**src/rtl/npu_pe_pkg.sv**
```systemverilog
// Shared types and arithmetic helpers for the weight-stationary PE.
// Product and saturation limits are computed wide, then narrowed by callers.
package npu_pe_pkg;

    typedef enum logic {
        W_EMPTY = 1'b0,
        W_READY = 1'b1
    } w_state_e;

    function automatic logic signed [127:0] sext_prod(
        input logic signed [63:0] a,
        input logic signed [63:0] b
    );
        return 128'(a) * 128'(b);
    endfunction

    function automatic logic [127:0] acc_max(input int w);
        return (128'(1) << (w - 1)) - 128'(1);
    endfunction

    function automatic logic [127:0] acc_min(input int w);
        return ~acc_max(w);
    endfunction

endpackage

```
**src/rtl/pe_ws_mac_if.sv**
```systemverilog
// Dataflow, weight-chain and status bundle for one PE.
// The slave side is the PE; the master side drives it.
interface pe_ws_mac_if #(
    parameter int DATA_W = 16,
    parameter int ACC_W  = 32
);
    logic              clr;
    logic [DATA_W-1:0] act_in;
    logic              act_vld_in;
    logic [DATA_W-1:0] act_out;
    logic              act_vld_out;
    logic [ACC_W-1:0]  psum_in;
    logic              psum_vld_in;
    logic [ACC_W-1:0]  psum_out;
    logic              psum_vld_out;
    logic [DATA_W-1:0] w_shift_in;
    logic              w_shift_en;
    logic [DATA_W-1:0] w_shift_out;
    logic              w_swap;
    logic              w_valid;
    logic              ovf;
    logic              err;

    modport master (
        output clr, act_in, act_vld_in, psum_in, psum_vld_in,
        output w_shift_in, w_shift_en, w_swap,
        input  act_out, act_vld_out, psum_out, psum_vld_out,
        input  w_shift_out, w_valid, ovf, err
    );

    modport slave (
        input  clr, act_in, act_vld_in, psum_in, psum_vld_in,
        input  w_shift_in, w_shift_en, w_swap,
        output act_out, act_vld_out, psum_out, psum_vld_out,
        output w_shift_out, w_valid, ovf, err
    );
endinterface

```
**src/rtl/pe_acc_add.sv**
```systemverilog
// Signed ACC_W adder with overflow flag.
// Build with SAT_ACC_EN to clamp on overflow; default wraps.
module pe_acc_add
    import npu_pe_pkg::*;
#(
    parameter int ACC_W = 32
) (
    input  logic [ACC_W-1:0] a,
    input  logic [ACC_W-1:0] b,
    output logic [ACC_W-1:0] sum,
    output logic             ovf
);
    logic [ACC_W:0] s;

    assign s   = {a[ACC_W-1], a} + {b[ACC_W-1], b};
    assign ovf = s[ACC_W] ^ s[ACC_W-1];

`ifdef SAT_ACC_EN
    // bit ACC_W carries the true sign of the sum
    always_comb begin
        sum = s[ACC_W-1:0];
        if (ovf)
            sum = s[ACC_W] ? ACC_W'(acc_min(ACC_W))
                           : ACC_W'(acc_max(ACC_W));
    end
`else
    assign sum = s[ACC_W-1:0];
`endif
endmodule

```
**src/rtl/pe_ws_mac.sv**
```systemverilog
// Weight-stationary systolic MAC cell with double-buffered weight.
// SAT_ACC_EN selects saturating accumulation (default: wrap).
module pe_ws_mac
    import npu_pe_pkg::*;
#(
    parameter int DATA_W = 16,
    parameter int ACC_W  = 32
) (
    input  logic        clk,
    input  logic        rst,
    pe_ws_mac_if.slave  bus
);
    generate
        if (ACC_W < 2 * DATA_W) begin : g_wchk
            $error("pe_ws_mac: ACC_W must be >= 2*DATA_W");
        end
    endgenerate

    w_state_e          st, st_nx;
    logic [DATA_W-1:0] shadow, active, w_eff;
    logic [DATA_W-1:0] act_q;
    logic              act_vld_q;
    logic [ACC_W-1:0]  psum_q, prod, sum;
    logic              psum_vld_q, ovf_q, err_q;
    logic              mac, mism, sum_ovf;

    assign mac  = bus.act_vld_in & bus.psum_vld_in;
    assign mism = bus.act_vld_in ^ bus.psum_vld_in;

    // an empty PE contributes nothing, so psum passes through
    assign w_eff = (st == W_READY) ? active : '0;
    assign prod  = ACC_W'(sext_prod(64'(signed'(bus.act_in)),
                                    64'(signed'(w_eff))));

    pe_acc_add #(
        .ACC_W(ACC_W)
    ) u_add (
        .a   (bus.psum_in),
        .b   (prod),
        .sum (sum),
        .ovf (sum_ovf)
    );

    always_comb begin
        st_nx = st;
        if (bus.w_swap)
            st_nx = W_READY;
    end

    always_ff @(posedge clk or negedge rst) begin
        if (!rst)
            st <= W_EMPTY;
        else
            st <= st_nx;
    end

    always_ff @(posedge clk or negedge rst) begin
        if (!rst) begin
            shadow     <= '0;
            active     <= '0;
            act_q      <= '0;
            act_vld_q  <= 1'b0;
            psum_q     <= '0;
            psum_vld_q <= 1'b0;
            ovf_q      <= 1'b0;
            err_q      <= 1'b0;
        end else begin
            if (bus.act_vld_in)
                act_q <= bus.act_in;
            act_vld_q <= bus.act_vld_in & ~bus.clr;
            if (mac)
                psum_q <= sum;
            psum_vld_q <= mac & ~bus.clr;
            ovf_q <= ~bus.clr & (ovf_q | (mac & sum_ovf));
            err_q <= ~bus.clr & (err_q | mism);
            if (bus.w_shift_en)
                shadow <= bus.w_shift_in;
            if (bus.w_swap)
                active <= shadow;
        end
    end

    assign bus.act_out      = act_q;
    assign bus.act_vld_out  = act_vld_q;
    assign bus.psum_out     = psum_q;
    assign bus.psum_vld_out = psum_vld_q;
    assign bus.w_shift_out  = shadow;
    assign bus.w_valid      = (st == W_READY);
    assign bus.ovf          = ovf_q;
    assign bus.err          = err_q;
endmodule
```
**src/flat_wrapper.sv**
```systemverilog
// flat-port wrapper written by rule: the top's interface ports become plain ports
module pe_ws_mac_flat import npu_pe_pkg::*;
#(
    parameter int DATA_W = 16,
    parameter int ACC_W  = 32
)
  (clk, rst, bus_clr, bus_act_in, bus_act_vld_in, bus_psum_in, bus_psum_vld_in, bus_w_shift_in, bus_w_shift_en, bus_w_swap, bus_act_out, bus_act_vld_out, bus_psum_out, bus_psum_vld_out, bus_w_shift_out, bus_w_valid, bus_ovf, bus_err);
  pe_ws_mac_if #(.DATA_W(DATA_W), .ACC_W(ACC_W)) bus_i ();
  input  logic clk;
  input  logic rst;
  input wire logic [$bits(bus_i.clr)-1:0] bus_clr;
  input wire logic [$bits(bus_i.act_in)-1:0] bus_act_in;
  input wire logic [$bits(bus_i.act_vld_in)-1:0] bus_act_vld_in;
  input wire logic [$bits(bus_i.psum_in)-1:0] bus_psum_in;
  input wire logic [$bits(bus_i.psum_vld_in)-1:0] bus_psum_vld_in;
  input wire logic [$bits(bus_i.w_shift_in)-1:0] bus_w_shift_in;
  input wire logic [$bits(bus_i.w_shift_en)-1:0] bus_w_shift_en;
  input wire logic [$bits(bus_i.w_swap)-1:0] bus_w_swap;
  output wire logic [$bits(bus_i.act_out)-1:0] bus_act_out;
  output wire logic [$bits(bus_i.act_vld_out)-1:0] bus_act_vld_out;
  output wire logic [$bits(bus_i.psum_out)-1:0] bus_psum_out;
  output wire logic [$bits(bus_i.psum_vld_out)-1:0] bus_psum_vld_out;
  output wire logic [$bits(bus_i.w_shift_out)-1:0] bus_w_shift_out;
  output wire logic [$bits(bus_i.w_valid)-1:0] bus_w_valid;
  output wire logic [$bits(bus_i.ovf)-1:0] bus_ovf;
  output wire logic [$bits(bus_i.err)-1:0] bus_err;
  assign bus_i.clr = bus_clr;
  assign bus_i.act_in = bus_act_in;
  assign bus_i.act_vld_in = bus_act_vld_in;
  assign bus_i.psum_in = bus_psum_in;
  assign bus_i.psum_vld_in = bus_psum_vld_in;
  assign bus_i.w_shift_in = bus_w_shift_in;
  assign bus_i.w_shift_en = bus_w_shift_en;
  assign bus_i.w_swap = bus_w_swap;
  assign bus_act_out = bus_i.act_out;
  assign bus_act_vld_out = bus_i.act_vld_out;
  assign bus_psum_out = bus_i.psum_out;
  assign bus_psum_vld_out = bus_i.psum_vld_out;
  assign bus_w_shift_out = bus_i.w_shift_out;
  assign bus_w_valid = bus_i.w_valid;
  assign bus_ovf = bus_i.ovf;
  assign bus_err = bus_i.err;
  pe_ws_mac #(.DATA_W(DATA_W), .ACC_W(ACC_W)) u_core (.clk(clk), .rst(rst), .bus(bus_i));
endmodule
```
**config.mk**
```make
export PLATFORM = sky130hd
export DESIGN_NAME = pe_ws_mac_flat
export DESIGN_NICKNAME = d
export VERILOG_FILES = /design/src/rtl/npu_pe_pkg.sv /design/src/rtl/pe_ws_mac_if.sv /design/src/rtl/pe_acc_add.sv /design/src/rtl/pe_ws_mac.sv /design/src/flat_wrapper.sv
export SDC_FILE = /design/constraint.sdc
export NUM_CORES = 1
export LEC_CHECK = 0
export BUFFER_PORTS_ARGS = -buffer_cell sky130_fd_sc_hd__buf_2
export CORE_MARGIN = 8
export CORE_UTILIZATION = 55
export DETAILED_ROUTE_END_ITERATION = 10
export PLACE_DENSITY = 0.75
export SETUP_SLACK_MARGIN = 0.3
export SKIP_LAST_GASP = 1
export SLEW_MARGIN = 25
export SYNTH_ARGS = -nofsm -noshare
export SYNTH_HDL_FRONTEND = slang
export SYNTH_SLANG_ARGS = --single-unit
```
**constraint.sdc**
```tcl
create_clock -name clk -period 6.5 [get_ports clk]
set_input_delay 1.3 -clock clk [delete_from_list [all_inputs] [get_ports clk]]
set_output_delay 1.3 -clock clk [all_outputs]
set_load 0.01 [all_outputs]
```
==> summary.txt <==
Outcome
  – Status: complete, but fails checks
  – Failing checks: negative setup slack

Worst setup path
  – Setup slack, reg-to-reg: -0.27 ns
  – CP Cell Sequence: buf_12 -> and3_4 -> fa_2 -> buf_6 -> fa_1 -> inv_2 -> fa_1 -> inv_1 -> fa_1 -> fa_1 -> inv_1 -> fa_1 -> inv_2 -> ha_4 -> inv_2 -> or4_4 -> a211oi_4 -> o311ai_4 -> o21ai_2 -> nand2_2 -> o311ai_4 -> xnor3_1 -> o31ai_2
  – Critical Path Start: bus_act_in[15]
  – R2r endpoint: u_core.bus.ovf$_DFF_PN0_
  – Worst r2r src: u_core.bus.w_valid$_DFFE_PN0P_
  – Worst path slowest cell: or4_4
  – Worst path required time: about 6.8 ns
  – CP Launch Type: primary input
  – Crit-path most repeated cell: fa_1
  – CP Max Fanout: 8
  – Critical path endpoint category: flip-flop
  – Worst r2r path cells: 23
  – Crit path largest cell delay: around 0.52 ns
  – Setup CP Type: in -> reg
  – Worst path arrival time: 7.16 ns

Floorplanning
  – Initial Utilization: a little under three fifths
  – CORE AREA: around 26000 um2
  – Die height: between 150 and 200 um
  – Die ar.: ~32000 um2
  – Row count: slightly below 60
  – I/O Pins: 140
  – Die width: approximately 180 um

Global routing
  – First-pass GRT wire length: ~60000 um
  – GR peak layer: met2
  – Antenna violations before repair: 0
  – Pin count of the biggest net entering global routing: 86
  – Global routing usage on met2: a little under half
  – Met1 Use GR: between 20% and 30%
  – Number of global-route vias before repair: 12300
  – Total grt overflow: 0
  – GRT Total Usage: 24.1%
  – M3 GR Usage: 2.66%

Clock network
  – CTS sink cnt: 85
  – CTS Hold Bufs: 0
  – Skew-Pair Late Insertion Delay: roughly 0.35 ns
  – Clk root buf: clkbuf_16
  – CTS tree: built
  – Depth of the CTS H-tree: 3
  – CTS buffer count: 9
  – CTS max path bufs: 2
  – CTS clk-pin slew, worst paths: around 0.070 ns

Timing
  – Worst Tran Pin Value: 0.914 ns
  – Tmin final: 6.90 ns
  – RSZ-0062 raised after global routing: true
  – Highest Clock Rate: approximately 0.14 GHz
  – Hold_ws: between 0.4 and 0.5 ns
  – Final Max Tran Viols: 0
  – Final worst-path cycle share: 106%
  – Relative slew slack: between 30% and 40%
  – Final worst slack: -0.405 ns
  – Final Hold Violating Endpoints: 0
  – Final Skew: 0.00605 ns
  – Final setup vio count: 7

Min path
  – Worst min path class: reg -> reg
  – Worst Hold Path EP: u_core.bus.psum_out[20]$_DFFE_PN0P_
  – Worst hold path stage count: 2
  – Hold_sp: u_core.bus.psum_out[20]$_DFFE_PN0P_

Routing
  – Via count: approximately 11000
  – ANT nets after route: 0
  – DR iter-0 viols: between 600 and 700
  – Routed len/inst: roughly 18 um
  – Vias per cell: about 5.3
  – 1st-pass router iterations: 5
  – DRT Wirelength: between 30000 and 40000 um
  – DR DRC count: 0

Layout
  – Nets: about 2200
  – Commonest non-fill, non-tap cell in the layout: inv_1
  – Fin area: between 15000 and 20000 um2
  – Most frequent cells in the layout: inv_1, fa_1, buf_4
  – Area Overhead vs Synth: 24.3%
  – Antenna cells: 0
  – Layout cells sized above 1: approximately a third
  – Filler instances: a little under 2000

Synth
  – Net Count, Synth: approximately 1900
  – Synth Instances: 1443
  – Synthesis-stage register bit count: 85
  – Most frequently used flop master after synthesis: dfrtp_1
  – Register area share after synthesis: 14.8%
  – Post-synth cell types: 50
  – Post-synth EDFFs: 0
  – Async SR Flop Fraction: 100%
  – Average size of a mapped cell: about 10 um2
  – Synth Warn #: 0
  – Mapped Area: about 14000 um2

Run
  – Max-cap violations: 0

Place
  – Routability Congestion: 0.906
  – Cell Area, Placed: 16900 um2
  – Final HPWL DP: around 30000 um
  – IO buf count: 139
state kept, by name, indices dropped and copies added (netlist names):
register,count
u_core.bus.psum_out,32
u_core.active,16
u_core.bus.act_out,16
u_core.bus.w_shift_out,16
u_core.bus.act_vld_out,1
u_core.bus.err,1
u_core.bus.ovf,1
u_core.bus.psum_vld_out,1
u_core.bus.w_valid,1
per-stage QoR:
stage | instances | setup WS, ns | setup TNS, ns | util, %
after floorplan | 1443 | -0.373 | -0.885 | -
after global placement | 2026 | -0.777 | -8.15 | 65.1
after detailed placement | 2026 | -0.867 | -9.04 | 65.1
after CTS | 2044 | -0.408 | -1.32 | 67.3
after global routing | 2062 | -0.568 | -3.47 | 69.1
final | 2062 | -0.405 | -1.57 | 69.1
how the worst max path moves through the flow:
stage | endpoint | slack [ns]
5_1_grt | u_core.bus.ovf$_DFF_PN0_ | -0.57
2_1_floorplan | u_core.bus.ovf$_DFF_PN0_ | -0.37
6_report | u_core.bus.ovf$_DFF_PN0_ | -0.40
3_5_place_dp | u_core.bus.ovf$_DFF_PN0_ | -0.87
3_3_place_gp | u_core.bus.ovf$_DFF_PN0_ | -0.78
4_1_cts | u_core.bus.ovf$_DFF_PN0_ | -0.41
routing by layer:
metal,share of wire (%),routed length (um)
met5,0,0
met4,4.3,1570
met3,4.6,1670
met2,55,20000
met1,36,13100
cells in the mapped netlist (7+ instances only):
library cell  number  area share, %
ha_1             102            8.9
dfrtp_1           85             15
and3_1           113            4.9
xor2_1            11           0.67
a21oi_1           31            1.1
nor2_1            32           0.83
and2_1             8           0.35
fa_1             299             42
nand2_1          124            3.2
clkbuf_1          60            1.6
mux2_2            73            5.7
o21ai_0           20           0.70
nand3_1           24           0.83
xnor2_1           23            1.4
inv_1            363            9.5
o21a_1             7           0.37
cell families (layout without fill, tap and decap cells):
logic type	Yosys count	after routing	share of synthesized area (%)
XOR/XNOR	35	35	2.23
buffers and inverters	425	709	11.1
AND/OR/NAND/NOR	336	336	11.7
multiplexers	73	73	5.71
adder cells (fa/ha/maj)	401	401	50.5
flip-flops	85	85	14.8
AO/OA/AOI/OAI	88	88	4.00
critical path, delay by kind of cell:
family	cells	cell delay [ns]
AO/OA/AOI/OAI	5	1.10
XOR/XNOR	1	0.27
adder cells (fa/ha/maj)	7	3.21
buffers and inverters	7	0.50
AND/OR/NAND/NOR	3	0.79
layout make-up:
class                      instances  area (um2)  share of cell area (%)
clock buffer                      10         239                    1.34
clock inverter                     6        92.6                   0.517
inverter                         364        1370                    7.64
multi-input combinational        933       11300                    62.9
sequential                        85        2130                    11.9
tap                              335         419                    2.34
timing repair buffer             329        2390                    13.3
timing repair:
item,in CTS,in global routing
setup endpoints to repair,20,21
pin swaps,26,39
resized for setup,60,84
setup buffers,2,16
cloned,0,2
Power is not shown: default switching activity piles up to over one toggle a cycle in this logic, so the estimate is an artifact.
